## src/rtl/digit_counter3.sv

```systemverilog
// Single 3-bit digit counter with prescaler, IDLE/RUN/HOLD control and terminal-count pulse.
// Optional down counting via the dir port when DIGIT_COUNTER3_DOWN_EN is defined.
module digit_counter3 #(
  parameter int PRESCALE = 4
) (
  input  logic       clk,
  input  logic       rst,
  input  logic       start,
  input  logic       stop,
  input  logic       clear,
  input  logic       load,
  input  logic [2:0] load_val,
`ifdef DIGIT_COUNTER3_DOWN_EN
  input  logic       dir,
`endif
  output logic       A,
  output logic       B,
  output logic       C,
  output logic       tc,
  output logic       running
);

  localparam int PW = (PRESCALE > 1) ? $clog2(PRESCALE) : 1;
  localparam logic [PW-1:0] PRESC_LAST = PW'(PRESCALE - 1);

  typedef enum logic [1:0] {
    IDLE = 2'd0,
    RUN  = 2'd1,
    HOLD = 2'd2
  } state_t;

  state_t          state_q, state_d;
  logic [2:0]      digit_q, digit_d;
  logic [PW-1:0]   presc_q, presc_d;
  logic            tc_q, tc_d;
  logic            running_q;
  logic            down_s;
  logic [2:0]      step_val_s;
  logic            wrap_s;

`ifdef DIGIT_COUNTER3_DOWN_EN
  assign down_s = dir;
`else
  assign down_s = 1'b0;
`endif

  assign step_val_s = down_s ? (digit_q - 3'd1) : (digit_q + 3'd1);
  assign wrap_s     = down_s ? (digit_q == 3'd0) : (digit_q == 3'd7);

  // Next-state selection in priority order clear > load > stop > start > count.
  always_comb begin
    state_d = state_q;
    digit_d = digit_q;
    presc_d = presc_q;
    tc_d    = 1'b0;
    if (clear) begin
      state_d = IDLE;
      digit_d = 3'd0;
      presc_d = '0;
    end else if (load) begin
      digit_d = load_val;
      presc_d = '0;
    end else if (stop) begin
      if (state_q == RUN) begin
        state_d = HOLD;
      end else begin
        state_d = state_q;
      end
    end else if (start && (state_q != RUN)) begin
      // Resuming from HOLD keeps the partial prescaler count.
      if (state_q == IDLE) begin
        presc_d = '0;
      end else begin
        presc_d = presc_q;
      end
      state_d = RUN;
    end else if (state_q == RUN) begin
      if (presc_q == PRESC_LAST) begin
        presc_d = '0;
        digit_d = step_val_s;
        tc_d    = wrap_s;
      end else begin
        presc_d = presc_q + PW'(1);
      end
    end else begin
      state_d = state_q;
    end
  end

  // State and output registers with synchronous reset.
  always_ff @(posedge clk) begin
    if (rst) begin
      state_q   <= IDLE;
      digit_q   <= 3'd0;
      presc_q   <= '0;
      tc_q      <= 1'b0;
      running_q <= 1'b0;
    end else begin
      state_q   <= state_d;
      digit_q   <= digit_d;
      presc_q   <= presc_d;
      tc_q      <= tc_d;
      running_q <= (state_d == RUN);
    end
  end

  assign {A, B, C} = digit_q;
  assign tc        = tc_q;
  assign running   = running_q;

endmodule

```

## config.mk

```make
export PLATFORM = sky130hd
export DESIGN_NAME = digit_counter3
export DESIGN_NICKNAME = d
export VERILOG_FILES = /design/src/rtl/digit_counter3.sv
export SDC_FILE = /design/constraint.sdc
export NUM_CORES = 1
export LEC_CHECK = 0
export BUFFER_PORTS_ARGS = -buffer_cell sky130_fd_sc_hd__buf_2
export CORE_ASPECT_RATIO = 1.1
export CORE_MARGIN = 3
export CORE_UTILIZATION = 30
export CTS_CLUSTER_DIAMETER = 50
export CTS_CLUSTER_SIZE = 12
export DETAILED_ROUTE_END_ITERATION = 10
export GPL_TIMING_DRIVEN = 0
export PLACE_DENSITY = 0.64
export SLEW_MARGIN = 30
export SYNTH_ARGS = -nofsm -noshare
export SYNTH_HDL_FRONTEND = slang
export SYNTH_SLANG_ARGS = --single-unit
export TNS_END_PERCENT = 50
```

## constraint.sdc

```tcl
create_clock -name clk -period 1.75 [get_ports clk]
set_input_delay 0.35 -clock clk [delete_from_list [all_inputs] [get_ports clk]]
set_output_delay 0.35 -clock clk [all_outputs]
set_load 0.05 [all_outputs]
```

Yosys cells after proc, flatten, opt, wreduce, memory -nomap -nowiden
Index checks and enable logic that the tools add are counted.
- output and inout port bits: 5
- bits in registers: 9
- input bits: 9
- bitwise operators: 3
- reductions and logical operators: 10
- add/subtract/negate cells: 2
- equality and inequality tests: 8
- mux-type cells: 14
- operator list (kind ; number):
    2-bit 2-to-1 mux ; 9
    3-bit 2-to-1 mux ; 5
    7-bit OR reduction ; 1
    2-bit by 1-bit != test with 1-bit output, second input constant ; 3
    2-bit nonzero test ; 3
    2-bit by 1-bit == test with 1-bit output, second input constant ; 2
    4-bit AND reduction ; 1
    3-bit by 1-bit adder with 3-bit output, second input constant ; 1
    3-bit == test, second input constant ; 1
    1-bit inverter ; 3
    3-bit AND reduction ; 1
    3-bit OR reduction ; 1
    2-bit by 1-bit adder with 2-bit output, second input constant ; 1
    2-bit == test, second input constant ; 1
    2-bit zero test ; 1
    2-bit != test, second input constant ; 1
    2-bit OR reduction ; 1
    1-bit logical AND ; 1

Depth between registers and ports, before layout
- depth after elaboration: 7
- depth in mapped cells: 4

Least setup slack after synthesis
Ideal clock, no wire load.
- kind: register to register
- start: register digit_q[0]
- end: register digit_q[2]
- slack: 342 ps
- arrival: 1288 ps
- cell stages (with the launch flop): 5
- path buffers: 0
- required time: 1629 ps
- setup time: 121 ps
- cell sequence: dfxtp_1 -> ha_1 -> ha_1 -> mux2i_1 -> a21oi_1
- word-level cells in the longest chain between the ends: 6
- ends and longest elaborated chain (what ; RTL line ; source):
    start: declaration ; 33 ; logic [2:0] digit_q, digit_d;
    start signal: assignment ; 100 ; digit_q <= digit_d;
    3-bit by 1-bit adder with 3-bit output ; 47 ; assign step_val_s = down_s ? (digit_q - 3'd1) : (digit_q + 3'd1);
    3-bit 2-to-1 mux ; 78 ; if (presc_q == PRESC_LAST) begin
    3-bit 2-to-1 mux ; 77 ; end else if (state_q == RUN) begin
    3-bit 2-to-1 mux ; 69 ; end else if (start && (state_q != RUN)) begin
    3-bit 2-to-1 mux ; 63 ; end else if (stop) begin
    3-bit 2-to-1 mux ; 60 ; end else if (load) begin
No other way between the ends. The select of a mux whose other input is x is not followed.
A chain may end at the register's enable or synchronous reset.

Final worst setup path
- start: register digit_q[0]
- end: output C
- RTL lines (what ; RTL line ; source):
    end: declaration ; 18 ; output logic C,
No word-level cell between the ends.

==> insert_results.sql <==
INSERT INTO impl_metrics (metric_group, metric, value, unit) VALUES
('route', 'drt-wirelength-per-cell', '11.21', 'µm'),
('synth', 'ys_top_cells_by_area', 'dfxtp_1 42%, ha_1 8.7%, a21oi_1 7.0%, mux2i_1 4.6%, and4bb_4 3.8%', ''),
('synth', 'largest_family_of_logic_cells_by_synthesized_area', 'compound AO/OA/AOI/OAI gates', ''),
('route', 'first_pass_iters', '4', ''),
('synth', 'synth_most_common_cell', 'dfxtp_1', ''),
('sta', 'finalMaxSlewViolations', '0', ''),
('power', 'power.switching_fraction', '25.36', '%'),
('route', 'post_drt_via_cell_ratio', '4.974', ''),
('synth', 'yosysSeqAreaShare', '41.74', '%'),
('synth', 'async_reset_ff_share', '0', '%'),
('clock_tree', 'cts_tree', 'yes', ''),
('floorplanning', 'die_height', '45.79', 'µm'),
('worst_hold_path', 'worstHoldPathType', 'input port to flop', ''),
('clock_tree', 'clock_pin_transition_on_the_worst_setup_and_hold_timing_paths', '0.07', 'ns'),
('clock_tree', 'cts_buffer_depth', '2', ''),
('global_routing', 'grt_first_pass_wirelength', '1331', 'µm'),
('sta', 'finalClockSkew', '0.003738', 'ns'),
('critical_path', 'worst-path-max-fanout', '3', ''),
('power', 'p_clk_share', '38.4', '%'),
('power', 'combinationalPowerShare', '11.0', '%'),
('run', 'drv_cap', '0', ''),
('critical_path', 'worst-endpoint-arrival', '0.90', 'ns'),
('power', 'leak_pwr', '0.2408', 'nW'),
('critical_path', 'startpoint_type', 'flop', ''),
('sta', 'totalNegativeSetupSlack', '0', 'ns'),
('final_layout', 'layout-area-overhead-vs-synth', '25.51', '%'),
('critical_path', 'crit_family', 'flip-flops', ''),
('critical_path', 'critical_path.endpoint_type', 'primary output', ''),
('sta', 'slew_headroom', '80.33', '%'),
('clock_tree', 'cts-resized-gates', '0', ''),
('synth', 'synthDominantAreaCellType', 'dfxtp_1', ''),
('final_layout', 'antennaDiodeCount', '0', ''),
('synth', 'synth.area.mux_share', '4.638', '%'),
('final_layout', 'postLayoutCellArea', '541.8', 'µm²'),
('route', 'drtAntennaViolNets', '0', ''),
('power', 'worst_ir_drop_vdd', '0.0003354', 'V'),
('global_routing', 'grt_pass1_vias', '335', ''),
('global_routing', 'grt_start_max_net_pins', '8', ''),
('critical_path', 'number_of_buffers_and_inverters_on_the_critical_path', '1', ''),
('clock_tree', 'cts_root_buffer', 'clkbuf_4', ''),
('placement', 'globalplace.congestion', '0.7647', ''),
('sta', 'final_hold_viol_count', '0', ''),
('run_status', 'status', 'finished, final reports clean', ''),
('placement', 'detailed_place.area', '515.5', 'µm²'),
('critical_path', 'cp_slowest_cell', 'dfxtp_1', ''),
('synth', 'netlist_area', '431.7', 'µm²'),
('synth', 'synthTopCellsByCount', '9 x dfxtp_1, 6 x a21oi_1, 4 x nor2_1', ''),
('placement', 'buffer_ports.inserted', '13', ''),
('synth', 'post_synth.cell_area_avg', '9.593', 'µm²'),
('sta', 'final_period_minus_worst_setup_slack', '1.246', 'ns'),
('clock_tree', 'cts.sinks', '9', ''),
('synth', 'postSynthCellCount', '45', ''),
('floorplanning', 'die_x', '42.17', 'µm'),
('route', 'route.final.wire_length', '863', 'µm'),
('power', 'internal_power', '0.0003132', 'W'),
('floorplanning', 'floorplan.initialDensity', '34.02', '%'),
('synth', 'top_ff_cell_synth', 'dfxtp_1', ''),
('clock_tree', 'cts_hold_buf', '0', ''),
('critical_path', 'path_cells', 'buf_2', ''),
('final_layout', 'final_net_count', '75', ''),
('power', 'net-switching-power', '0.0001064', 'W'),
('critical_path', 'required', '1.40', 'ns'),
('synth', 'synth_xor_area_share', '2.029', '%'),
('placement', 'dp.final_hpwl', '672.9', 'µm'),
('sta', 'final_setup_violating_endpoints', '0', ''),
('synth', 'yosysWarnings', '0', ''),
('floorplanning', 'die_area', '1931', 'µm²'),
('power', 'power.sequential.fraction', '50.6', '%'),
('sta', 'holdWs', '0.2686', 'ns'),
('synth', 'ys_seq_elements', '9', ''),
('floorplanning', 'pin_count', '14', '');
## cell type report
cell class	count	area (µm²)	area share, %
multi-input combinational	33	240.2	44.34
inverter	3	11.26	2.079
clock buffer	4	26.28	4.850
timing repair buffer	13	65.06	12.01
sequential	9	180.2	33.26
tap	15	18.77	3.464
## power by group through the flow
stage / sequential, W / clock [W] / combinational, W
floorplan: 0.000228 / 0 / 0.0000152
global placement: 0.000217 / 0 / 0.0000456
detailed placement: 0.000217 / 0 / 0.0000461
CTS: 0.000212 / 0.000165 / 0.0000463
global route: 0.000212 / 0.000171 / 0.0000511
finish: 0.000212 / 0.000161 / 0.0000462
## flip-flops by register name (all words and copies together), names as in the netlist
| register | cells |
|---|---|
| digit_q | 3 |
| presc_q | 2 |
| running | 1 |
| state_q | 2 |
| tc | 1 |
## path summary, 6_finish.rpt
check | start | endpoint | slack (ns) | depth (start not counted)
max | digit_q[0] | C | 0.50 | 1
min reg2reg | presc_q[1] | presc_q[1] | 0.48 | 2
max reg2reg | presc_q[0] | digit_q[1] | 0.53 | 4
min | rst | state_q[1] | 0.27 | 2
## per-layer routing
| metal | vias up | global-route usage, % | wire [µm] |
|---|---|---|---|
| met5 | - | 0 | 0 |
| li1 | 204 | - | - |
| met3 | 2 | 1.976 | 31 |
| met2 | 5 | 14.29 | 422 |
| met1 | 172 | 10.17 | 387 |
| met4 | 0 | 10.56 | 22 |
## kinds of logic (layout without fill, tap and decap cells)
kind of cell,after synthesis,count (layout)
buffers and inverters,3,20
xor gates and xnor gates,1,1
adders and majority gates,3,3
DFF,9,9
muxes,2,2
AOI/OAI and AO/OA,15,15
and+or+nand+nor,12,12
## cell usage in the layout, fill, tap and decap left out, drive strengths merged
cell,n
a211o,1
xnor2,1
a21oi,6
clkbuf,4
nor2b,1
o311a,1
nand3,2
ha,3
o21ai,3
nand2b,1
or3,2
and4b,1
buf,13
mux2i,2
o21a,1
inv,3
o31ai,2
dfxtp,9
nor2,4
and4bb,1
o221a,1
## stage by stage
step | cells | setup WS (ns) | utilization (%)
2_1_floorplan | 45 | 0.3416 | -
3_3_place_gp | 73 | 0.5184 | 40.63
3_5_place_dp | 73 | 0.4984 | 40.63
4_1_cts | 77 | 0.4916 | 42.70
5_1_grt | 77 | 0.4640 | 42.70
6_report | 77 | 0.5043 | 42.70
Power figures use the tool's default switching activity.
